**config.mk**
```make
export PLATFORM = sky130hd
export DESIGN_NAME = word_mem_master
export DESIGN_NICKNAME = d
export VERILOG_FILES = /design/src/rtl/mem_bus_pkg.sv /design/src/rtl/word_mem_master.sv
export SDC_FILE = /design/constraint.sdc
export NUM_CORES = 1
export LEC_CHECK = 0
export CAP_MARGIN = 20
export CORE_ASPECT_RATIO = 0.6
export CORE_UTILIZATION = 40
export DETAILED_ROUTE_END_ITERATION = 10
export GPL_ROUTABILITY_DRIVEN = 0
export PLACE_DENSITY = 0.77
export REMOVE_ABC_BUFFERS = 1
export SYNTH_ARGS = -nofsm -noshare
export SYNTH_HDL_FRONTEND = slang
export SYNTH_SLANG_ARGS = --single-unit
```
**constraint.sdc**
```tcl
create_clock -name clk -period 1.9 [get_ports clk]
set_input_delay 0.38 -clock clk [delete_from_list [all_inputs] [get_ports clk]]
set_output_delay 0.38 -clock clk [all_outputs]
set_load 0.01 [all_outputs]
```
**src/rtl/mem_bus_pkg.sv**
```systemverilog
// Shared definitions for the word-to-byte memory bus master.
package mem_bus_pkg;

    typedef enum logic [1:0] {
        IDLE = 2'd0,
        XFER = 2'd1,
        RESP = 2'd2
    } state_e;

    localparam int BEATS      = 4;
    localparam int BEAT_BITS  = 2;
    localparam int WORD_BYTES = 4;

    // Select byte lane k of a 32-bit word (lane 0 = bits [7:0]).
    function automatic logic [7:0] byte_lane(input logic [31:0] word, input logic [BEAT_BITS-1:0] k);
        logic [7:0] lane;
        case (k)
            2'd0:    lane = word[7:0];
            2'd1:    lane = word[15:8];
            2'd2:    lane = word[23:16];
            2'd3:    lane = word[31:24];
            default: lane = 8'h00;
        endcase
        return lane;
    endfunction

endpackage

```
**src/rtl/word_mem_master.sv**
```systemverilog
// Word request master: turns one 32-bit read/write request into four
// low-byte-first beats on the 8-bit memory bus, then pulses a response.
// Every bus output is a flop, so each beat's addr/writedata/memwrite are
// prepared on the edge that enters the beat.
module word_mem_master
    import mem_bus_pkg::*;
#(
    parameter int WIDTH = 8
) (
    input  logic             clk,
    input  logic             reset,
    input  logic             req_valid,
    output logic             req_ready,
    input  logic             req_write,
    input  logic [WIDTH-1:0] req_addr,
    input  logic [31:0]      req_wdata,
    input  logic [3:0]       req_bmask,
    output logic             resp_valid,
    output logic [31:0]      resp_rdata,
    output logic             memwrite,
    output logic [WIDTH-1:0] addr,
    output logic [7:0]       writedata,
    input  logic [7:0]       memdata
);

    state_e                 state_r;
    logic [BEAT_BITS-1:0]   k_r;
    logic [WIDTH-1:0]       base_r;
    logic                   write_r;
    logic [31:0]            wdata_r;
    logic [3:0]             bmask_r;
    logic [23:0]            acc_r;
    logic                   req_ready_r;
    logic                   resp_valid_r;
    logic [31:0]            resp_rdata_r;
    logic                   memwrite_r;
    logic [WIDTH-1:0]       addr_r;
    logic [7:0]             writedata_r;

    logic                   accept_s;
    logic [BEAT_BITS-1:0]   k_nxt_s;
    logic [WIDTH-1:0]       req_base_s;

    assign accept_s   = req_valid & req_ready_r;
    assign k_nxt_s    = k_r + 2'd1;
    // Word base: the two byte-offset bits are forced to zero.
    assign req_base_s = req_addr & {{(WIDTH-2){1'b1}}, 2'b00};

    assign req_ready  = req_ready_r;
    assign resp_valid = resp_valid_r;
    assign resp_rdata = resp_rdata_r;
    assign memwrite   = memwrite_r;
    assign addr       = addr_r;
    assign writedata  = writedata_r;

    // Request FSM, beat sequencing, read-byte assembly and registered bus outputs.
    always_ff @(posedge clk or negedge reset) begin
        if (!reset) begin
            state_r      <= IDLE;
            k_r          <= 2'd0;
            base_r       <= {WIDTH{1'b0}};
            write_r      <= 1'b0;
            wdata_r      <= 32'h0000_0000;
            bmask_r      <= 4'h0;
            acc_r        <= 24'h00_0000;
            req_ready_r  <= 1'b1;
            resp_valid_r <= 1'b0;
            resp_rdata_r <= 32'h0000_0000;
            memwrite_r   <= 1'b0;
            addr_r       <= {WIDTH{1'b0}};
            writedata_r  <= 8'h00;
        end else begin
            // Bus is idle unless a beat below drives it.
            resp_valid_r <= 1'b0;
            memwrite_r   <= 1'b0;
            addr_r       <= {WIDTH{1'b0}};
            writedata_r  <= 8'h00;
            case (state_r)
                IDLE, RESP: begin
                    if (accept_s) begin
                        state_r      <= XFER;
                        k_r          <= 2'd0;
                        base_r       <= req_base_s;
                        write_r      <= req_write;
                        wdata_r      <= req_wdata;
                        bmask_r      <= req_bmask;
                        acc_r        <= 24'h00_0000;
                        req_ready_r  <= 1'b0;
                        resp_rdata_r <= 32'h0000_0000;
                        // Beat 0 is presented in the very next cycle.
                        addr_r       <= req_base_s;
                        memwrite_r   <= req_write & req_bmask[0];
                        writedata_r  <= req_write ? byte_lane(req_wdata, 2'd0) : 8'h00;
                    end else begin
                        state_r     <= IDLE;
                        req_ready_r <= 1'b1;
                    end
                end
                XFER: begin
                    if (!write_r) begin
                        case (k_r)
                            2'd0:    acc_r[7:0]   <= memdata;
                            2'd1:    acc_r[15:8]  <= memdata;
                            2'd2:    acc_r[23:16] <= memdata;
                            default: acc_r        <= acc_r;
                        endcase
                    end else begin
                        acc_r <= acc_r;
                    end
                    if (k_r == 2'd3) begin
                        state_r      <= RESP;
                        req_ready_r  <= 1'b1;
                        resp_valid_r <= 1'b1;
                        resp_rdata_r <= write_r ? 32'h0000_0000 : {memdata, acc_r};
                    end else begin
                        k_r         <= k_nxt_s;
                        addr_r      <= base_r | {{(WIDTH-2){1'b0}}, k_nxt_s};
                        memwrite_r  <= write_r & bmask_r[k_nxt_s];
                        writedata_r <= write_r ? byte_lane(wdata_r, k_nxt_s) : 8'h00;
                    end
                end
                default: begin
                    state_r     <= IDLE;
                    k_r         <= 2'd0;
                    req_ready_r <= 1'b1;
                end
            endcase
        end
    end

endmodule

```
==> reports/metrics.yaml <==
grt_pass1_wl_mm: 18.9
antenna_found_initial: 0
outcome: "finished, final reports clean"
worstMarginPinSlew_ps: 398
core_mm2: 0.0109
synth_cells: 434
grt_overflow: 0
first_global_vias: 3750
startpoint: "k_r[0]$_DFFE_PN0P_"
start_util: 0.424
drv_cap: 0
rrSetupSlack_ps: 180
drc_errors: 0
drtIter0Drc: 219
firstDrtPassIters: 5
hp-class: "primary input to asynchronous set/reset pin"
skew_ps: 8.88
met3_usage: 0.0457
reg2reg_from: "k_r[0]$_DFFE_PN0P_"
async_flop_share: 1.00
ios: 107
max_stage_delay_ps: 500
use_met2: 0.335
ys_seq_area_frac: 0.618
grt_setup_unrepaired: "no"
power.density_mw_per_mm2: 1750
crit_arrival_ps: 1990
dp.cells: 667
routed_via_density: 5.13
antenna_cells: 0
clockBufferDepth: 2
cp-end-kind: "flop"
max_freq_mhz: 582
dr_total_vias: 3587
hold_slack_ps: 401
critPathKind: "flop to flop"
synth_edf_count: 0
maxSlewViolCount: 0
start_kind: "flop"
nets: 609
grt_start_max_net_pins: 70
port_buffers: 104
drive_gt1_frac: 0.145
grtUsageTotal: 0.207
ys_ff_latch: 114
syn_area_mm2: 0.00462
die_h_um: 85.2
fin_crit_sh: 0.904
clk_pin_slew_ps: 50
hpwl_mm: 7.51
fp.dieW_um: 141
required_ps: 2170
slew_headroom: 0.734
cts_tree: "done"
yosysWarnings: 0
wire_per_inst_um: 16.1
path_max_fanout: 8
instances_no_fill: 699
power.leakage_nw: 3.05
areaGrowthSynthToFinish_pct: 41.8
finalHoldViolCount: 0
ys_types: 32
worst_skew_pair.late_latency_ps: 400
rows: 29
dieArea_mm2: 0.0120
cts.sinks: 114
crit_chain: "inv_1, ha_1, buf_4, a222oi_1, o2bb2ai_1"
routed_wl_mm: 11.3
ir_drop_v: 0.000942
cts_root_buffer: "clkbuf_16"
fin_tns_setup_ps: 0
met1_usage: 0.272
cts-buffers-inserted: 17
ys.flop_type: "dfrtp_1"
slowest_stage: "dfrtp_1"
ant_nets: 0
ctsHtreeMaxLevel: 4
syn_avg_cell_area_um2: 10.6
setup_viol: 0
min_period_ps: 1720
grt-busiest-layer: "met2"
-- logic make-up (layout without fill, tap and decap cells) --
| family | Yosys count | after routing | synth area share |
|---|---|---|---|
| AO/OA/AOI/OAI | 58 | 58 | 0.0884 |
| AND/OR/NAND/NOR | 199 | 199 | 0.182 |
| flip-flops | 114 | 114 | 0.618 |
| buffers and inverters | 32 | 158 | 0.0314 |
| multiplexers | 26 | 26 | 0.0659 |
| adder cells (fa/ha/maj) | 5 | 5 | 0.0136 |
-- cells in the mapped netlist, types with 2 or more instances --
master	n	area, um^2
a21oi_4	3	48.8
a222oi_1	8	80.1
and2_1	10	62.6
buf_1	2	7.51
buf_2	8	40.0
clkbuf_1	13	48.8
clkbuf_2	3	15.0
dfrtp_1	113	2830
ha_1	5	62.6
inv_1	4	15.0
mux2_2	24	270
nand2_1	148	556
nand3_1	32	160
nand3b_1	2	15.0
nor2_1	2	7.51
o21ai_0	34	170
o2bb2ai_1	8	70.1
-- cell usage in the layout (no fill, tap or decap), types with 8 or more instances in the layout --
master / synthesis / layout
dfrtp_1: 113 / 113
o21ai_0: 34 / 34
nand3_1: 32 / 32
clkbuf_16: 0 / 17
and2_1: 10 / 10
buf_12: 0 / 8
nand2_1: 148 / 148
clkdlybuf4s50_1: 0 / 102
o2bb2ai_1: 8 / 8
mux2_2: 24 / 24
a222oi_1: 8 / 8
buf_4: 1 / 11
-- flip-flops by register name, summed over array words and instances, names as in the netlist --
name / count
acc_r: 24
wdata_r: 24
bmask_r: 4
resp_valid: 1
write_r: 1
base_r: 6
state_r: 2
req_ready: 1
k_r: 2
addr: 8
writedata: 8
resp_rdata: 32
memwrite: 1
-- what timing repair did --
action	4_1_cts	5_1_grt
setup endpoints to repair	1	0
hold buffers	1	0
resized for setup	1	0
hold endpoints to repair	14	0
setup buffers	0	0
-- stage by stage --
step           setup slack [ps]  power (mW)  cell area (um^2)  utilization
6_report                    183        11.5              6550        0.601
5_1_grt                    38.1        12.2              6550        0.601
4_1_cts                     174        11.6              6550        0.601
3_5_place_dp               6.10        8.36              5940        0.546
3_3_place_gp               42.1        8.15              5940        0.546
2_1_floorplan             -1670        6.06              4490            -
-- layer usage --
metal | vias up | part of all wire
met2 | 100 | 0.48
met3 | 17 | 0.045
met5 | - | 0
met4 | 0 | 0.014
li1 | 1684 | -
met1 | 1786 | 0.46
-- worst max-delay path, delay by kind of cell, from the launching register on --
kind | cells | cell delay [ps]
AO/OA/AOI/OAI | 2 | 510
buffers and inverters | 2 | 320
adder cells (fa/ha/maj) | 1 | 260
flip-flops | 1 | 500
-- final timing paths --
check	end	depth (start not counted)
hold reg to reg	base_r[7]$_DFFE_PN0P_	2
setup / recovery	writedata[7]$_DFF_PN0_	5
setup reg to reg	writedata[7]$_DFF_PN0_	5
min in group clk	base_r[7]$_DFFE_PN0P_	2
max in group asynchronous	resp_rdata[12]$_DFFE_PN0P_	3
hold / removal	base_r[2]$_DFFE_PN0P_	2
-- power breakdown --
| part | total [mW] | leakage [nW] | internal, mW | switching (mW) |
|---|---|---|---|---|
| combinational | 4.26 | 1.28 | 2.13 | 2.12 |
| sequential | 4.05 | 1.48 | 3.47 | 0.580 |
| clock | 3.18 | 0.289 | 2.11 | 1.07 |
-- area by class of cell --
class / count / area [um^2]
Tap cell: 139 / 174
Inverter: 4 / 15.0
Sequential cell: 114 / 2850
Clock buffer: 21 / 460
Multi-Input combinational cell: 288 / 1630
Timing Repair Buffer: 123 / 1280
Fill cell: 863 / 4340
Clock inverter: 10 / 134
No activity file was read; power rests on OpenSTA's default activity.
==> patch (same settings) <==
Make the reset (`reset`) synchronous in one clocked block.
--- a/src/rtl/word_mem_master.sv
+++ b/src/rtl/word_mem_master.sv
@@ -55,5 +55,5 @@
 
     // Request FSM, beat sequencing, read-byte assembly and registered bus outputs.
-    always_ff @(posedge clk or negedge reset) begin
+    always_ff @(posedge clk) begin
         if (!reset) begin
             state_r      <= IDLE;
Formal check against the unedited RTL: differs if reset is asserted again (counterexample within 4 cycles, from zero or initial values and one cycle with reset low); with reset held inactive, the same outputs for 10 cycles.
==> patch against the unedited design <==
Area after synthesis is 0.62% higher; cell count grew 8.2%; sequential cell count did not move; final area fell by 0.29%; sequential share of layout area shrank 8.6 points; wire length up 4.2%; setup slack worse by 0.042 ns; global-route usage shrank 0.29 points; critical path depth down 4; clock skew grew 0.0065 ns; critical path type is now reg -> out.
Power is not compared: it rests on default switching activity, and its combinational part moved more than twofold at a synthesized area within 25%.
==> patch: results (changes against the unedited design) <==
Detailed routing
  – Routed WL per cell: 15.56 um (was 16.14 um)
  – Drt pass-1 iters: 7 (was 5)

Placed design
  – Inst Count DP: 724 (was 667)
  – Cell Area, Placed: 5839 um^2 (was 5942 um^2)

Critical path
  – CP Max Fanout: 5 (was 8)
  – Max incr delay on CP: 0.57 ns (was 0.50 ns)
  – Kind of cell adding the most delay to the critical path: buffers and inverters (was compound AO/OA/AOI/OAI gates)
  – Slowest cell on the critical path: clkdlybuf4s50_1 (was dfrtp_1)
  – R2r startpoint: k_r[0] (unchanged)
  – Reg-to-Reg End: memwrite (was writedata[7])
  – Arrival time at the worst endpoint: 1.38 ns (was 1.99 ns)

Logic synthesis
  – Compound-Gate Fraction of Synth Area: 0.2190 (was 0.08837)
  – Post-Synth Adder-Cell Area: 0.01347 (was 0.01355)
  – Syn avg cell area: 9.402 um^2 (was 10.64 um^2)

Global routing
  – Global-route wire length before repair: 18.91 mm (was 18.94 mm)
  – Total GRT Usage: 0.2040 (was 0.2069)
  – Largest net degree at the start of global routing: 93 (was 70)
  – Met1 capacity usage during global routing: 0.2729 (was 0.2715)
  – Vias in the first global route: 3803 (was 3750)

Outcome
  – Outcome: complete, no violations (unchanged)

Timing
  – Final hold slack: 0.3366 ns (was 0.4010 ns)
  – Setup ws final: 0.1413 ns (was 0.1828 ns)
  – Clock skew: 0.01534 ns (was 0.008882 ns)

Hold path
  – Hold Path Class: in -> reg (was in -> async)

Layout
  – Layout cells sized above 1: 0.09396 (was 0.1446)
-- patch: worst min-delay path by stage --
stage,end,cells after the start
floorplan,bmask_r[0],2
global placement,base_r[5],2
detailed placement,wdata_r[8],2
CTS,k_r[0],2
global route,k_r[0],2
finish,k_r[0],2
-- patch: final cells by class --
| cell class | count | area (um^2) |
|---|---|---|
| repair buffers | 118 | 1241 |
| well taps | 160 | 200.2 |
| multi-input cells | 329 | 2107 |
| clock buffers | 19 | 452.9 |
| flip-flops and latches | 114 | 2282 |
| clock inverters | 13 | 231.5 |
| fillers | 931 | 4772 |
| inverters | 3 | 11.26 |
-- patch: power by group --
group	switching, mW	internal [mW]
Clock	1.12	2.53
Combinational	0.364	0.355
Sequential	0.0563	2.49
Total	1.54	5.37
-- patch: kinds of logic (layout without fill, tap and decap cells) --
family,Yosys count,in the layout
AOI/OAI and AO/OA,131,131
DFF,114,114
muxes,25,25
adders and majority gates,5,5
buffers and inverters,51,153
and+or+nand+nor,168,168
-- patch: repair_timing --
action                                  CTS  global route
hold buffers                              0             0
resized for setup                         0             1
endpoints found under the setup margin    0             1
setup buffers                             0             0
-- patch: per-layer routing --
metal | share of wire | routed length (um) | vias up
li1 | - | - | 1912
met1 | 0.48 | 5597 | 1871
met2 | 0.45 | 5274 | 137
met3 | 0.061 | 722 | 19
met4 | 0.014 | 166 | 0
met5 | 0 | 0 | -
